--- src/rtl/wb_rr_arbiter_pkg.sv ---
// Shared types and constants for the Wishbone round-robin arbiter and its users.
// Cycle-type / burst-type encodings are carried for masters and benches; the arbiter does not decode them.
package wb_rr_arbiter_pkg;

    typedef enum logic [0:0] {
        ST_IDLE = 1'b0,
        ST_OWN  = 1'b1
    } arb_state_e;

    localparam logic [2:0] CTI_CLASSIC      = 3'b000;
    localparam logic [2:0] CTI_CONST_BURST  = 3'b001;
    localparam logic [2:0] CTI_INC_BURST    = 3'b010;
    localparam logic [2:0] CTI_END_OF_BURST = 3'b111;

    localparam logic [1:0] BTE_LINEAR  = 2'b00;
    localparam logic [1:0] BTE_WRAP_4  = 2'b01;
    localparam logic [1:0] BTE_WRAP_8  = 2'b10;
    localparam logic [1:0] BTE_WRAP_16 = 2'b11;

    // Width of a master index; never below one bit.
    function automatic int idx_width(input int n);
        return (n > 1) ? $clog2(n) : 1;
    endfunction

    // Width of the bus watchdog counter; a disabled watchdog still gets one bit.
    function automatic int wdog_width(input int timeout);
        return (timeout > 0) ? $clog2(timeout + 1) : 1;
    endfunction

endpackage

--- src/rtl/wb_rr_arbiter_if.sv ---
// Bundle of the master-side and slave-side Wishbone signals around the arbiter.
// Master k occupies slice [k*W +: W] of every packed master-side vector.
interface wb_rr_arbiter_if #(
    parameter int NUM_MASTERS = 2,
    parameter int AW          = 32,
    parameter int DW          = 32
);
    logic [NUM_MASTERS*AW-1:0]     wbm_adr_i;
    logic [NUM_MASTERS*DW-1:0]     wbm_dat_i;
    logic [NUM_MASTERS*DW/8-1:0]   wbm_sel_i;
    logic [NUM_MASTERS-1:0]        wbm_we_i;
    logic [NUM_MASTERS-1:0]        wbm_cyc_i;
    logic [NUM_MASTERS-1:0]        wbm_stb_i;
    logic [NUM_MASTERS*3-1:0]      wbm_cti_i;
    logic [NUM_MASTERS*2-1:0]      wbm_bte_i;
    logic [DW-1:0]                 wbm_dat_o;
    logic [NUM_MASTERS-1:0]        wbm_ack_o;
    logic [NUM_MASTERS-1:0]        wbm_err_o;

    logic [AW-1:0]                 wbs_adr_o;
    logic [DW-1:0]                 wbs_dat_o;
    logic [DW/8-1:0]               wbs_sel_o;
    logic                          wbs_we_o;
    logic                          wbs_cyc_o;
    logic                          wbs_stb_o;
    logic [2:0]                    wbs_cti_o;
    logic [1:0]                    wbs_bte_o;
    logic [DW-1:0]                 wbs_dat_i;
    logic                          wbs_ack_i;
    logic                          wbs_err_i;

    logic [NUM_MASTERS-1:0]        grant_o;

    modport arbiter (
        input  wbm_adr_i, wbm_dat_i, wbm_sel_i, wbm_we_i, wbm_cyc_i, wbm_stb_i, wbm_cti_i, wbm_bte_i,
        output wbm_dat_o, wbm_ack_o, wbm_err_o,
        output wbs_adr_o, wbs_dat_o, wbs_sel_o, wbs_we_o, wbs_cyc_o, wbs_stb_o, wbs_cti_o, wbs_bte_o,
        input  wbs_dat_i, wbs_ack_i, wbs_err_i,
        output grant_o
    );

    modport master (
        output wbm_adr_i, wbm_dat_i, wbm_sel_i, wbm_we_i, wbm_cyc_i, wbm_stb_i, wbm_cti_i, wbm_bte_i,
        input  wbm_dat_o, wbm_ack_o, wbm_err_o, grant_o
    );

    modport slave (
        input  wbs_adr_o, wbs_dat_o, wbs_sel_o, wbs_we_o, wbs_cyc_o, wbs_stb_o, wbs_cti_o, wbs_bte_o,
        output wbs_dat_i, wbs_ack_i, wbs_err_i
    );

endinterface

--- src/rtl/wb_rr_pick.sv ---
// Combinational round-robin priority encoder: first requester scanning upward from last+1.
// Shared with the SDRAM port scheduler, so it carries no bus-specific logic.
module wb_rr_pick
    import wb_rr_arbiter_pkg::*;
#(
    parameter int NUM_MASTERS = 2,
    parameter int IW          = idx_width(NUM_MASTERS)
) (
    input  logic [NUM_MASTERS-1:0] req,
    input  logic [IW-1:0]          last,
    output logic [NUM_MASTERS-1:0] gnt,
    output logic [IW-1:0]          gnt_idx,
    output logic                   valid
);
    logic [2*NUM_MASTERS-1:0] dbl_s;
    logic [NUM_MASTERS-1:0]   rot_s;
    logic [IW:0]              shift_s;
    logic                     found_s;
    int                       pos_s;

    // Rotate the request vector so bit 0 is master (last+1) mod N, then take the lowest set bit.
    always_comb begin
        shift_s = {1'b0, last} + {{IW{1'b0}}, 1'b1};
        dbl_s   = {req, req} >> shift_s;
        rot_s   = dbl_s[NUM_MASTERS-1:0];
        found_s = 1'b0;
        pos_s   = 0;
        for (int i = 0; i < NUM_MASTERS; i++) begin
            if (!found_s && rot_s[i]) begin
                found_s = 1'b1;
                pos_s   = (int'(last) + 1 + i) % NUM_MASTERS;
            end else begin
                found_s = found_s;
            end
        end
        gnt     = found_s ? ({{(NUM_MASTERS-1){1'b0}}, 1'b1} << pos_s) : {NUM_MASTERS{1'b0}};
        gnt_idx = IW'(pos_s);
        valid   = found_s;
    end

endmodule

--- src/rtl/wb_rr_arbiter.sv ---
// Round-robin Wishbone B3 arbiter: one slave port shared by NUM_MASTERS masters, grant held per cyc,
// with a bus watchdog that errors an access the slave never answers.
module wb_rr_arbiter
    import wb_rr_arbiter_pkg::*;
#(
    parameter int NUM_MASTERS = 2,
    parameter int AW          = 32,
    parameter int DW          = 32,
    parameter int TIMEOUT     = 255
) (
    input  logic             wb_clk_i,
    input  logic             wb_rst_i,
    wb_rr_arbiter_if.arbiter bus
);
    localparam int IW = idx_width(NUM_MASTERS);
    localparam int CW = wdog_width(TIMEOUT);
    localparam int SW = DW / 8;
    localparam logic [CW-1:0] WDOG_LIMIT = CW'(TIMEOUT);

    arb_state_e             state_r, state_nx_s;
    logic [NUM_MASTERS-1:0] grant_r, grant_nx_s;
    logic [IW-1:0]          owner_r, owner_nx_s;
    logic [IW-1:0]          last_r, last_nx_s;
    logic [CW-1:0]          wdog_r, wdog_nx_s;

    logic [IW-1:0]          pick_last_s, pick_idx_s;
    logic [NUM_MASTERS-1:0] pick_gnt_s;
    logic                   pick_valid_s;

    logic [AW-1:0]          adr_s;
    logic [DW-1:0]          dat_s;
    logic [SW-1:0]          sel_s;
    logic [2:0]             cti_s;
    logic [1:0]             bte_s;
    logic                   we_s, owner_cyc_s, owner_stb_s;
    logic                   timeout_s, stb_out_s, resp_ok_s;

    // When the owner is releasing, the scan starts after the owner so the hand-off is fair on the same edge.
    assign pick_last_s = (state_r == ST_OWN) ? owner_r : last_r;

    wb_rr_pick #(
        .NUM_MASTERS (NUM_MASTERS),
        .IW          (IW)
    ) u_pick (
        .req     (bus.wbm_cyc_i),
        .last    (pick_last_s),
        .gnt     (pick_gnt_s),
        .gnt_idx (pick_idx_s),
        .valid   (pick_valid_s)
    );

    // AND-OR mux of the owner's request; grant_r is zero when idle, so every field idles at 0.
    always_comb begin
        adr_s       = '0;
        dat_s       = '0;
        sel_s       = '0;
        cti_s       = 3'b000;
        bte_s       = 2'b00;
        we_s        = 1'b0;
        owner_cyc_s = 1'b0;
        owner_stb_s = 1'b0;
        for (int k = 0; k < NUM_MASTERS; k++) begin
            adr_s       = adr_s | (bus.wbm_adr_i[k*AW +: AW] & {AW{grant_r[k]}});
            dat_s       = dat_s | (bus.wbm_dat_i[k*DW +: DW] & {DW{grant_r[k]}});
            sel_s       = sel_s | (bus.wbm_sel_i[k*SW +: SW] & {SW{grant_r[k]}});
            cti_s       = cti_s | (bus.wbm_cti_i[k*3 +: 3] & {3{grant_r[k]}});
            bte_s       = bte_s | (bus.wbm_bte_i[k*2 +: 2] & {2{grant_r[k]}});
            we_s        = we_s | (bus.wbm_we_i[k] & grant_r[k]);
            owner_cyc_s = owner_cyc_s | (bus.wbm_cyc_i[k] & grant_r[k]);
            owner_stb_s = owner_stb_s | (bus.wbm_stb_i[k] & grant_r[k]);
        end
    end

    assign timeout_s = (TIMEOUT > 0) && (state_r == ST_OWN) && owner_cyc_s && owner_stb_s
                       && (wdog_r == WDOG_LIMIT);
    // The watchdog cycle withdraws stb so a late slave ack cannot complete the aborted access.
    assign stb_out_s = owner_stb_s & ~timeout_s;
    assign resp_ok_s = owner_cyc_s & stb_out_s;

    assign bus.wbs_adr_o = adr_s;
    assign bus.wbs_dat_o = dat_s;
    assign bus.wbs_sel_o = sel_s;
    assign bus.wbs_cti_o = cti_s;
    assign bus.wbs_bte_o = bte_s;
    assign bus.wbs_we_o  = we_s;
    assign bus.wbs_cyc_o = owner_cyc_s;
    assign bus.wbs_stb_o = stb_out_s;
    assign bus.wbm_dat_o = bus.wbs_dat_i;
    assign bus.wbm_ack_o = grant_r & {NUM_MASTERS{bus.wbs_ack_i & resp_ok_s}};
    assign bus.wbm_err_o = grant_r & {NUM_MASTERS{(bus.wbs_err_i & resp_ok_s) | timeout_s}};
    assign bus.grant_o   = grant_r;

    // Ownership next-state: hold while the owner keeps cyc, hand over or idle when it drops.
    always_comb begin
        state_nx_s = state_r;
        grant_nx_s = grant_r;
        owner_nx_s = owner_r;
        last_nx_s  = last_r;
        case (state_r)
            ST_IDLE: begin
                if (pick_valid_s) begin
                    state_nx_s = ST_OWN;
                    grant_nx_s = pick_gnt_s;
                    owner_nx_s = pick_idx_s;
                end else begin
                    state_nx_s = ST_IDLE;
                end
            end
            ST_OWN: begin
                if (owner_cyc_s) begin
                    state_nx_s = ST_OWN;
                end else begin
                    last_nx_s = owner_r;
                    if (pick_valid_s) begin
                        grant_nx_s = pick_gnt_s;
                        owner_nx_s = pick_idx_s;
                    end else begin
                        state_nx_s = ST_IDLE;
                        grant_nx_s = '0;
                    end
                end
            end
            default: begin
                state_nx_s = ST_IDLE;
                grant_nx_s = '0;
            end
        endcase
    end

    // Watchdog counts unanswered strobe cycles; any response, idle strobe, release or expiry clears it.
    always_comb begin
        if ((TIMEOUT > 0) && (state_r == ST_OWN) && owner_cyc_s && owner_stb_s
            && !bus.wbs_ack_i && !bus.wbs_err_i && !timeout_s) begin
            wdog_nx_s = wdog_r + CW'(1);
        end else begin
            wdog_nx_s = '0;
        end
    end

    // State registers; the last-owner pointer resets to the top index so master 0 wins first.
    always_ff @(posedge wb_clk_i) begin
        if (wb_rst_i) begin
            state_r <= ST_IDLE;
            grant_r <= '0;
            owner_r <= '0;
            last_r  <= IW'(NUM_MASTERS - 1);
            wdog_r  <= '0;
        end else begin
            state_r <= state_nx_s;
            grant_r <= grant_nx_s;
            owner_r <= owner_nx_s;
            last_r  <= last_nx_s;
            wdog_r  <= wdog_nx_s;
        end
    end

endmodule

--- src/flat_wrapper.sv ---
// flat-port wrapper written by rule: the top's interface ports become plain ports
module wb_rr_arbiter_flat import wb_rr_arbiter_pkg::*;
#(
    parameter int NUM_MASTERS = 2,
    parameter int AW          = 32,
    parameter int DW          = 32,
    parameter int TIMEOUT     = 255
)
  (wb_clk_i, wb_rst_i, bus_wbm_adr_i, bus_wbm_dat_i, bus_wbm_sel_i, bus_wbm_we_i, bus_wbm_cyc_i, bus_wbm_stb_i, bus_wbm_cti_i, bus_wbm_bte_i, bus_wbm_dat_o, bus_wbm_ack_o, bus_wbm_err_o, bus_wbs_adr_o, bus_wbs_dat_o, bus_wbs_sel_o, bus_wbs_we_o, bus_wbs_cyc_o, bus_wbs_stb_o, bus_wbs_cti_o, bus_wbs_bte_o, bus_wbs_dat_i, bus_wbs_ack_i, bus_wbs_err_i, bus_grant_o);
  wb_rr_arbiter_if #(.NUM_MASTERS(NUM_MASTERS), .AW(AW), .DW(DW)) bus_i ();
  input  logic wb_clk_i;
  input  logic wb_rst_i;
  input wire logic [$bits(bus_i.wbm_adr_i)-1:0] bus_wbm_adr_i;
  input wire logic [$bits(bus_i.wbm_dat_i)-1:0] bus_wbm_dat_i;
  input wire logic [$bits(bus_i.wbm_sel_i)-1:0] bus_wbm_sel_i;
  input wire logic [$bits(bus_i.wbm_we_i)-1:0] bus_wbm_we_i;
  input wire logic [$bits(bus_i.wbm_cyc_i)-1:0] bus_wbm_cyc_i;
  input wire logic [$bits(bus_i.wbm_stb_i)-1:0] bus_wbm_stb_i;
  input wire logic [$bits(bus_i.wbm_cti_i)-1:0] bus_wbm_cti_i;
  input wire logic [$bits(bus_i.wbm_bte_i)-1:0] bus_wbm_bte_i;
  output wire logic [$bits(bus_i.wbm_dat_o)-1:0] bus_wbm_dat_o;
  output wire logic [$bits(bus_i.wbm_ack_o)-1:0] bus_wbm_ack_o;
  output wire logic [$bits(bus_i.wbm_err_o)-1:0] bus_wbm_err_o;
  output wire logic [$bits(bus_i.wbs_adr_o)-1:0] bus_wbs_adr_o;
  output wire logic [$bits(bus_i.wbs_dat_o)-1:0] bus_wbs_dat_o;
  output wire logic [$bits(bus_i.wbs_sel_o)-1:0] bus_wbs_sel_o;
  output wire logic [$bits(bus_i.wbs_we_o)-1:0] bus_wbs_we_o;
  output wire logic [$bits(bus_i.wbs_cyc_o)-1:0] bus_wbs_cyc_o;
  output wire logic [$bits(bus_i.wbs_stb_o)-1:0] bus_wbs_stb_o;
  output wire logic [$bits(bus_i.wbs_cti_o)-1:0] bus_wbs_cti_o;
  output wire logic [$bits(bus_i.wbs_bte_o)-1:0] bus_wbs_bte_o;
  input wire logic [$bits(bus_i.wbs_dat_i)-1:0] bus_wbs_dat_i;
  input wire logic [$bits(bus_i.wbs_ack_i)-1:0] bus_wbs_ack_i;
  input wire logic [$bits(bus_i.wbs_err_i)-1:0] bus_wbs_err_i;
  output wire logic [$bits(bus_i.grant_o)-1:0] bus_grant_o;
  assign bus_i.wbm_adr_i = bus_wbm_adr_i;
  assign bus_i.wbm_dat_i = bus_wbm_dat_i;
  assign bus_i.wbm_sel_i = bus_wbm_sel_i;
  assign bus_i.wbm_we_i = bus_wbm_we_i;
  assign bus_i.wbm_cyc_i = bus_wbm_cyc_i;
  assign bus_i.wbm_stb_i = bus_wbm_stb_i;
  assign bus_i.wbm_cti_i = bus_wbm_cti_i;
  assign bus_i.wbm_bte_i = bus_wbm_bte_i;
  assign bus_wbm_dat_o = bus_i.wbm_dat_o;
  assign bus_wbm_ack_o = bus_i.wbm_ack_o;
  assign bus_wbm_err_o = bus_i.wbm_err_o;
  assign bus_wbs_adr_o = bus_i.wbs_adr_o;
  assign bus_wbs_dat_o = bus_i.wbs_dat_o;
  assign bus_wbs_sel_o = bus_i.wbs_sel_o;
  assign bus_wbs_we_o = bus_i.wbs_we_o;
  assign bus_wbs_cyc_o = bus_i.wbs_cyc_o;
  assign bus_wbs_stb_o = bus_i.wbs_stb_o;
  assign bus_wbs_cti_o = bus_i.wbs_cti_o;
  assign bus_wbs_bte_o = bus_i.wbs_bte_o;
  assign bus_i.wbs_dat_i = bus_wbs_dat_i;
  assign bus_i.wbs_ack_i = bus_wbs_ack_i;
  assign bus_i.wbs_err_i = bus_wbs_err_i;
  assign bus_grant_o = bus_i.grant_o;
  wb_rr_arbiter #(.NUM_MASTERS(NUM_MASTERS), .AW(AW), .DW(DW), .TIMEOUT(TIMEOUT)) u_core (.wb_clk_i(wb_clk_i), .wb_rst_i(wb_rst_i), .bus(bus_i));
endmodule
--- config.mk ---
export PLATFORM = sky130hd
export DESIGN_NAME = wb_rr_arbiter_flat
export DESIGN_NICKNAME = d
export VERILOG_FILES = /design/src/rtl/wb_rr_arbiter_pkg.sv /design/src/rtl/wb_rr_arbiter_if.sv /design/src/rtl/wb_rr_pick.sv /design/src/rtl/wb_rr_arbiter.sv /design/src/flat_wrapper.sv
export SDC_FILE = /design/constraint.sdc
export NUM_CORES = 1
export LEC_CHECK = 0
export ABC_AREA = 1
export CAP_MARGIN = 30
export CORE_AREA = 2 2 119 121
export DETAILED_ROUTE_END_ITERATION = 16
export DIE_AREA = 0 0 121 123
export GPL_TIMING_DRIVEN = 0
export PLACE_DENSITY_LB_ADDON = 0.2
export SYNTH_ARGS = -nofsm -noshare
export SYNTH_HDL_FRONTEND = slang
export SYNTH_SLANG_ARGS = --single-unit
--- constraint.sdc ---
create_clock -name wb_clk_i -period 1.2 [get_ports wb_clk_i]
set_input_delay 0.24 -clock wb_clk_i [delete_from_list [all_inputs] [get_ports wb_clk_i]]
set_output_delay 0.24 -clock wb_clk_i [all_outputs]
set_load 0.02 [all_outputs]
==> flow_metrics.py <==
metrics = {
    "floorplan": {
        "chipWidth_um": 121,
        "core.rowCount": 43,
        "die_h_um": 123,
        "die-area_um2": 14900,
        "start_util_pct": 12.3,
        "core_area_um2": 13600,
        "ioPinCount": 302,
    },
    "timing": {
        "worst_pin_slew_ns": 0.362,
        "fin_ws_ns": -0.497,
        "period_minus_slack_ns": 1.70,
        "max_freq_ghz": 0.589,
        "final.setup_skew_ns": 0.00297,
        "setup_viol": 91,
        "fin_crit_sh_pct": 141,
        "rsz0062_at_grt": "yes",
        "slew-limit-headroom_pct": 75.7,
        "tns_ns": -38.77,
        "slew_violations": 0,
        "final-hold-violation-count": 0,
    },
    "cts": {
        "clock_sinks": 13,
        "cts_buffers": 3,
        "cts_buffer_depth": 2,
        "clock_latency_ns": 0.24,
        "cts_tree": "done",
        "htree_levels": 1,
        "path_clk_slew_ns": 0.04,
        "hold_buffers": 0,
        "cts_root_buf": "clkbuf_16",
    },
    "place": {
        "place_ws_ns": -1.07,
        "portBuffers": 269,
        "gp_congestion": 0.745,
        "dp.cells": 667,
        "dpl.hpwl_um": 9230,
    },
    "final_layout": {
        "nets": 705,
        "mostFrequentLayoutCell": "clkdlybuf4s50_1",
        "drive_above_1_share_pct": 42.5,
        "final_cell_mix": "clkdlybuf4s50_1 (183), buf_6 (57), buf_4 (53)",
        "n_antenna_cell": 0,
        "layout.cells.non_filler": 695,
        "n_fill_cell": 1343,
        "area_delta_synth_final_pct": 224,
    },
    "min_path": {
        "hp-class": "reg -> reg",
        "holdCritStartpoint": "u_core.wdog_r[0]",
    },
    "run": {
        "max_cap_viol_count": 0,
    },
    "global_route": {
        "antenna_found_initial": 0,
        "grt_max_degree": 11,
        "grtUsageTotal_pct": 13.5,
        "grt_pass1_vias": 2761,
        "grt_pass1_wl_um": 15700,
        "overflow": 0,
    },
    "route": {
        "wl_met2_um": 6130,
        "vias": 2800,
        "ant_nets": 0,
        "vias_per_cell": 4.03,
        "wire_per_inst_um": 16.6,
        "drt_pass1_iterations": 4,
        "drt_iter0_markers": 75,
        "drc": 0,
        "top_layer_used": "met4",
        "wl_met3_um": 1100,
        "met1_length_um": 4230,
        "drt-total-wl_um": 11500,
    },
    "yosys": {
        "syn-cell-area_um2": 1670,
        "synth-edff-count": 0,
        "ys_top_cells_by_area": "a22o_1 (39%), buf_4 (16%), dfxtp_1 (16%), nand2_1 (4.3%), inv_1 (3.8%)",
        "synth-seq-cells": 13,
        "yosys_warnings": 0,
        "synth_ff_type": "dfxtp_1",
        "synth_cell_types": 27,
        "ys_seq_area_share_pct": 15.6,
        "synth_top_area_share_pct": 38.8,
        "syn_inst": 218,
        "synth_nets": 407,
        "synth_area_leader_cell": "a22o_1",
        "synth_async_sr_flop_share_pct": 0,
        "syn_area_per_cell_um2": 7.66,
    },
    "run_status": {
        "failed_checks": "negative setup slack",
        "status": "finished with violations",
    },
    "pwr": {
        "power_density_nw_per_um2": 641,
        "static-leakage-power_nw": 2.47,
        "peakVddDrop_uv": 674,
    },
    "worst_setup_path": {
        "endpoint_kind": "output pin",
        "cp-startpoint": "u_core.bus.grant_o[0]",
        "cp.arrival_ns": 1.46,
        "cp.required_ns": 0.96,
        "crit_fanout": 7,
        "worstSetupPathType": "reg -> out",
        "startpoint_type": "register",
        "reg2reg_from": "u_core.bus.grant_o[0]",
    },
}
-- layer usage --
| metal | up-vias | global-route usage (%) |
|---|---|---|
| met4 | 0 | 1.38 |
| met3 | 7 | 3.97 |
| met1 | 1289 | 15.6 |
| met2 | 146 | 25.4 |
| met5 | - | 0 |
| li1 | 1358 | - |
-- cells in the mapped netlist (2+ instances only) --
library cell and n:
dfxtp_1 13, nor2_1 14, o21ai_0 3, xor2_1 3, a22o_1 74, nand2_4 2, a21oi_1 3, nand2_1 19
clkbuf_1 8, buf_2 7, nand3_1 2, nor3_2 3, buf_4 35, nand2_2 3, inv_1 17
-- flip-flops by register name, summed over array words and instances, names as in the netlist --
name / cells
u_core.bus.grant_o: 2
u_core.last_r: 1
u_core.owner_r: 1
u_core.state_r: 1
u_core.wdog_r: 8
-- stage by stage --
step / total power, W / area [um^2] / hold WS, ns / utilization, %
2_1_floorplan: 0.00145 / 1990 / 0.299 / -
3_3_place_gp: 0.00267 / 4910 / 0.400 / 36.0
3_5_place_dp: 0.00267 / 4910 / 0.419 / 36.0
4_1_cts: 0.00339 / 5180 / 0.451 / 38.1
5_1_grt: 0.00363 / 5400 / 0.447 / 39.7
6_report: 0.00346 / 5400 / 0.437 / 39.7
-- critical path: stages, from the launching register on --
cell     delay [ns]
dfxtp_4        0.34
buf_12         0.13
nand2_4        0.06
nand2_4        0.07
nand2_4        0.07
nor2_4         0.04
nand2_2        0.07
nand4_1        0.16
nor2_2         0.14
buf_6          0.13
-- final timing paths --
path / slack, ns / cells past startpoint / to
worst max register to register: -0.40 / 12 / u_core.wdog_r[3]
worst min-delay path: 0.44 / 1 / u_core.wdog_r[0]
worst max-delay path: -0.50 / 9 / bus_wbm_ack_o[1]
worst min register to register: 0.44 / 1 / u_core.wdog_r[0]
-- cell families (layout without fill, tap and decap cells) --
group	after synthesis	count (layout)	synth area share, %
AOI/OAI and AO/OA	84	84	42.8
buffers and inverters	68	365	23.7
and+or+nand+nor	49	49	15.6
DFF	13	13	15.6
xor gates and xnor gates	3	3	1.57
adders and majority gates	1	1	0.750
-- power by group --
| part | switching, W | internal, W |
|---|---|---|
| clock | 0.000182 | 0.000448 |
| combinational | 0.000988 | 0.00139 |
| sequential | 0.0000121 | 0.000445 |
-- timing repair --
item | in CTS | in global routing
cloned | 1 | 3
pin swaps | 19 | 19
hold endpoints to repair | 0 | 0
setup buffers | 15 | 8
setup endpoints to repair | 93 | 92
resized for setup | 452 | 57
-- layout make-up --
cell class	count	area (um^2)	share of cell area, %
buffer	48	502	9.29
tap	180	225	4.17
timing repair buffer	295	2890	53.5
inverter	18	70.1	1.30
clock buffer	4	78.8	1.46
multi-input combinational	137	1360	25.2
sequential	13	273	5.05
Power figures use the tool's default switching activity.
==> RTL change 1, RTL diff (same settings) <==
`TIMEOUT` is set to 255 in 2 places; all go to 510.
--- a/src/rtl/wb_rr_arbiter.sv
+++ b/src/rtl/wb_rr_arbiter.sv
@@ -6,7 +6,7 @@
     parameter int NUM_MASTERS = 2,
     parameter int AW          = 32,
     parameter int DW          = 32,
-    parameter int TIMEOUT     = 255
+    parameter int TIMEOUT     = 510
 ) (
     input  logic             wb_clk_i,
     input  logic             wb_rst_i,
--- a/src/flat_wrapper.sv
+++ b/src/flat_wrapper.sv
@@ -4,7 +4,7 @@
     parameter int NUM_MASTERS = 2,
     parameter int AW          = 32,
     parameter int DW          = 32,
-    parameter int TIMEOUT     = 255
+    parameter int TIMEOUT     = 510
 )
   (wb_clk_i, wb_rst_i, bus_wbm_adr_i, bus_wbm_dat_i, bus_wbm_sel_i, bus_wbm_we_i, bus_wbm_cyc_i, bus_wbm_stb_i, bus_wbm_cti_i, bus_wbm_bte_i, bus_wbm_dat_o, bus_wbm_ack_o, bus_wbm_err_o, bus_wbs_adr_o, bus_wbs_dat_o, bus_wbs_sel_o, bus_wbs_we_o, bus_wbs_cyc_o, bus_wbs_stb_o, bus_wbs_cti_o, bus_wbs_bte_o, bus_wbs_dat_i, bus_wbs_ack_i, bus_wbs_err_i, bus_grant_o);
   wb_rr_arbiter_if #(.NUM_MASTERS(NUM_MASTERS), .AW(AW), .DW(DW)) bus_i ();
Formal check against the unedited RTL: same outputs for any inputs over 4 cycles, from zero or initial values and one cycle with wb_rst_i high; that may be too few to reach the edited logic, so the function may still have changed.
==> RTL change 1 against the original RTL <==
The run still ends with negative setup slack left; sequential cell count is 1 higher; cell area increased by 4.2%; synthesized area grew 4.0%; sequential power grew 7.7%; power increased by 6.4%; final cell count is 1.4% higher; setup slack worse by 0.024 ns; fmax is 1.4% lower; wire length grew 0.44%; first-iteration DRC count decreased by 27%; critical path type unchanged; highest routed layer unchanged.
==> RTL change 1: results (changes against the original RTL) <==
- The number of global-route vias before repair is 2,772 (was 2,761).
- The final worst setup slack came to -0.520 ns (was -0.497 ns).
- Most frequent cells after synthesis: sky130_fd_sc_hd__a22o_1, sky130_fd_sc_hd__buf_4, sky130_fd_sc_hd__nand2_1, sky130_fd_sc_hd__inv_1, sky130_fd_sc_hd__nor2_1 (unchanged).
- The global routing met1 resource utilization is 15.8% (was 15.6%).
- The count of non-filler cells in the finished layout is 705 (was 695).
- The sum of negative setup slack was -35.41 ns (was -38.77 ns).
- The endpoint arrival time on the critical path is 1.48 ns (was 1.46 ns).
- The final global-route overflow total was 0 (unchanged).
- The transition time at the pin with the least slew margin is 0.380 ns (was 0.362 ns).
- The worst-case clock skew is 0.00230 ns (was 0.00297 ns).
- The weighted congestion at the end of routability-driven global placement is 0.826 (was 0.745).
- The detailed route wirelength on metal3 is 990 um (was 1100 um).
- Leading post-synthesis cells by cell area: sky130_fd_sc_hd__a22o_1, sky130_fd_sc_hd__dfxtp_1, sky130_fd_sc_hd__buf_4 (was sky130_fd_sc_hd__a22o_1, sky130_fd_sc_hd__buf_4, sky130_fd_sc_hd__dfxtp_1).
- The synthesized area divided by synthesized cell count is 7.48 sq um (was 7.66 sq um).
- Status: finished, violations left (unchanged).
- The setup slack after placement is -1.10 ns (was -1.07 ns).
- The placed wire-length estimate after detailed placement is 9400 um (was 9230 um).
- The instance area at placement is 4960 sq um (was 4910 sq um).
- The fraction of final layout cells sized beyond drive strength 1 came to 42.6% (was 42.5%).
- Failing checks: negative setup slack (unchanged).
- The critical-path maximum fanout was 6 (was 7).
- The first-pass GRT wire length was 15,700 um (about the same).
- The synthesized net count is 422 (was 407).
- The number of setup violations in the final report is 89 (was 91).
- The total number of nets in the final design is 715 (was 705).
- The sequential area share after synthesis came to 16.1% (was 15.6%).
- The start point of the critical path is u_core.bus.grant_o[1] (was u_core.bus.grant_o[0]).
- The share of total power consumed by net switching came to 32.7% (was 34.1%).
- The setup slack on the worst flop-to-flop path was -0.04 ns (was -0.40 ns).
- The number of violations reported at the end of detailed-routing iteration 0 was 55 (was 75).
- The largest vdd supply drop came to 0.565 mV (was 0.674 mV).
- The number of port buffers is 269 (unchanged).
- The combined global-route utilization of all metal layers is 13.4% (was 13.5%).
- The met3 track utilization from global routing was 2.86% (was 3.97%).
- The wire length on met1 was 4310 um (was 4230 um).
- The total wirelength of the detailed-routed design was 11,600 um (was 11,500 um).
- The power share of the clock group is 18.8% (was 18.2%).
- The average via count per standard cell was 4.03 (about the same).
- The worst-case hold slack is 0.429 ns (was 0.437 ns).
- The wire length on met2 is 6220 um (was 6130 um).
- The fraction of the mapped netlist area in compound gates was 41.7% (was 42.8%).
- The global routing met2 resource utilization is 25.8% (was 25.4%).
- The reported leakage power is 2.45 nW (was 2.47 nW).
- The depth of the worst register-to-register path is 8 (was 12).
- The flip-flop count of the largest register, all copies and words added is 9 (was 8).
- The combinational power came to 2.50 mW (was 2.38 mW).
- The synthesized-area fraction occupied by xor and xnor cells is 1.51% (was 1.57%).
- The number of placed instances with taps included came to 681 (was 667).
==> RTL change 1: cell count changes after synthesis, moves of 2 or more <==
cell and delta:
sky130_fd_sc_hd__xnor2_1 +2, sky130_fd_sc_hd__nor3_2 -2, sky130_fd_sc_hd__nand2_1 +10, sky130_fd_sc_hd__nor2_1 +2, sky130_fd_sc_hd__a21oi_1 +2, sky130_fd_sc_hd__a21oi_2 +2, sky130_fd_sc_hd__o21ai_0 -2, sky130_fd_sc_hd__xor2_1 -2
==> RTL change 1: timing repair <==
item / in CTS / in global routing
endpoints found under the setup margin: 93 / 92
buffers inserted: 6 / 8
gates resized for setup: 458 / 105
pin swaps: 13 / 38
cloned: 2 / 5
==> RTL change 1: layout make-up <==
class | count | area [sq um]
diodes | 1 | 2.50
inverters | 19 | 76.3
plain buffers | 48 | 527
fillers | 1342 | 7980
clock buffers | 4 | 88.8
well taps | 180 | 225
multi-input cells | 150 | 1410
flip-flops and latches | 14 | 294
repair buffers | 289 | 3010
==> RTL change 2, RTL diff (same flow settings) <==
Without the edit above. Reset style: asynchronous (`wb_rst_i`), changed in one clocked block.
--- a/src/rtl/wb_rr_arbiter.sv
+++ b/src/rtl/wb_rr_arbiter.sv
@@ -138,7 +138,7 @@
     end
 
     // State registers; the last-owner pointer resets to the top index so master 0 wins first.
-    always_ff @(posedge wb_clk_i) begin
+    always_ff @(posedge wb_clk_i or posedge wb_rst_i) begin
         if (wb_rst_i) begin
             state_r <= ST_IDLE;
             grant_r <= '0;
Formal check against the unedited RTL: differs if wb_rst_i is asserted again (counterexample within 4 cycles, from zero or initial values and one cycle with wb_rst_i high); with wb_rst_i held inactive, the same outputs for 4 cycles.
==> RTL change 2 against the original RTL <==
The flow still finishes with violations (negative setup slack); synthesized area decreased by 0.52%; final cell count fell by 2.7%; cell area down 0.67%; setup slack got worse by 0.085 ns; sequential cell count is the same; wire length decreased by 8.3%; critical endpoint is now bus_wbm_ack_o[0]; largest cell class unchanged.
Power is not compared: it rests on default switching activity, and its combinational part moved more than twofold at a synthesized area within 25%.
==> RTL change 2: results (changes against the original RTL) <==
- The source of the worst register-to-register timing path is u_core.wdog_r[0] (was u_core.bus.grant_o[0]).
- The combined global-route utilization of all metal layers is 12.2% (was 13.5%).
- The distinct cell type count of the synthesized netlist is 26 (was 27).
- The largest buffer count on any clock path was 2 (unchanged).
- The fraction of final layout cells sized beyond drive strength 1 is 47.0% (was 42.5%).
- Summed over all cells, the static leakage comes to ~2.4 nW.
- Leading post-synthesis cells by cell area: sky130_fd_sc_hd__a22o_1, sky130_fd_sc_hd__dfrtp_1, sky130_fd_sc_hd__buf_4 (was sky130_fd_sc_hd__a22o_1, sky130_fd_sc_hd__buf_4, sky130_fd_sc_hd__dfxtp_1).
- The critical-path maximum fanout was 5 (was 7).
- The first-pass GRT wire length came to 14,300 um (was 15,700 um).
- The transition time at the pin with the least slew margin was 0.496 ns (was 0.362 ns).
- The setup slack after placement is -1.14 ns (was -1.07 ns).
- The clock-pin slew on the worst setup and hold paths was 0.04 ns (about the same).
- The number of filler cells placed in the layout is 1,336 (was 1,343).
- The number of global-route vias before repair is 2,621 (was 2,761).
- The worst reg2reg path endpoint was u_core.wdog_r[2] (was u_core.wdog_r[3]).
- The sum of negative setup slack came to -42.24 ns (was -38.77 ns).
- Failing checks: negative setup slack (unchanged).
- The area added between synthesis and finish came to 223% (was 224%).
- Status: finished, violations left (unchanged).
- The number of violations reported at the end of detailed-routing iteration 0 is 66 (was 75).
- The endpoint arrival time on the critical path was 1.54 ns (was 1.46 ns).
- Most frequent cells after synthesis: sky130_fd_sc_hd__a22o_1, sky130_fd_sc_hd__buf_4, sky130_fd_sc_hd__nor2_1, sky130_fd_sc_hd__nand2_1, sky130_fd_sc_hd__dfrtp_1 (was sky130_fd_sc_hd__a22o_1, sky130_fd_sc_hd__buf_4, sky130_fd_sc_hd__nand2_1, sky130_fd_sc_hd__inv_1, sky130_fd_sc_hd__nor2_1).
- The weighted congestion at the end of routability-driven global placement was 0.747 (was 0.745).
- The number of port buffers is 269 (unchanged).
- The async set or reset register ratio after synthesis is 100% (was 0%).
- The placed wire-length estimate after detailed placement is 8730 um (was 9230 um).
- The sequential area share after synthesis is 19.7% (was 15.6%).
- The average via count per standard cell is 3.95 (was 4.03).
- The post-detailed-route wirelength per cell came to 15.6 um (was 16.6 um).
- The depth of the worst register-to-register path is 8 (was 12).
- The setup slack on the worst flop-to-flop path is -0.29 ns (was -0.40 ns).
- The worst-case clock skew is 0.000433 ns (was 0.00297 ns).
- The final worst setup slack is -0.581 ns (was -0.497 ns).
- The class of the tightest hold or removal check is in -> async (was reg -> reg).
- The number of setup violations in the final report is 92 (was 91).
- The total number of nets in the final design is 686 (was 705).
-- RTL change 2: report_power, final --
| part | leakage [nW] | switching [mW] | internal [mW] |
|---|---|---|---|
| Sequential | 0.167 | 0.0289 | 0.502 |
| Clock | 0.0382 | 0.164 | 0.446 |
| Combinational | 2.22 | 2.71 | 3.06 |
| Total | 2.43 | 2.91 | 4.01 |
-- RTL change 2: stage by stage --
step | cells | instance area [sq um]
after floorplan | 205 | 2230
after global placement | 654 | 5150
after detailed placement | 654 | 5150
after CTS | 667 | 5110
after global routing | 676 | 5370
final | 676 | 5370
-- RTL change 2: worst max-delay path, cell delays in order (launching register included) --
cell and delay [ns]:
sky130_fd_sc_hd__dfrtp_2 0.40, sky130_fd_sc_hd__buf_6 0.13, sky130_fd_sc_hd__nand2_4 0.07, sky130_fd_sc_hd__nand2_4 0.07, sky130_fd_sc_hd__nand2_4 0.07, sky130_fd_sc_hd__nor2_4 0.05, sky130_fd_sc_hd__nand2_4 0.07, sky130_fd_sc_hd__nand4_1 0.16
sky130_fd_sc_hd__nor2_2 0.15, sky130_fd_sc_hd__buf_6 0.14
-- RTL change 2: logic make-up after synthesis --
| group | after synthesis | share of synthesized area [%] |
|---|---|---|
| AO/OA/AOI/OAI | 82 | 42.1 |
| XOR/XNOR | 6 | 3.17 |
| adder cells (fa/ha/maj) | 1 | 0.753 |
| buffers and inverters | 62 | 22.3 |
| flip-flops | 13 | 19.7 |
| AND/OR/NAND/NOR | 41 | 12.0 |
-- RTL change 2: area by class of cell --
type	instances	area (sq um)	share of cell area (%)
plain buffers	47	439	8.19
multi-input cells	130	1540	28.8
flip-flops and latches	13	329	6.13
inverters	12	47.5	0.886
repair buffers	290	2700	50.4
clock buffers	4	78.8	1.47
well taps	180	225	4.20
-- RTL change 2: layer usage --
metal	vias up	wire (um)	global-route usage (%)
met5	-	0	0
met4	0	50	1.16
met1	1222	3730	12.7
met3	4	891	3.23
li1	1307	-	-
met2	135	5900	24.9
-- RTL change 2: how the worst max path moves through the flow --
stage,from,to
final,u_core.bus.grant_o[1],bus_wbm_ack_o[0]
after global routing,u_core.bus.grant_o[0],bus_wbm_ack_o[0]
after CTS,u_core.bus.grant_o[0],bus_wbm_ack_o[0]
after detailed placement,bus_wbm_cyc_i[1],bus_wbm_err_o[0]
after global placement,bus_wbm_cyc_i[1],bus_wbm_err_o[0]
after floorplan,u_core.bus.grant_o[1],bus_wbm_ack_o[0]
-- RTL change 2: what timing repair did --
| item | 4_1_cts | 5_1_grt |
|---|---|---|
| gates resized for setup | 385 | 58 |
| pin swaps | 13 | 30 |
| setup buffers | 9 | 10 |
| gates cloned | 0 | 2 |
| setup endpoints to repair | 93 | 93 |
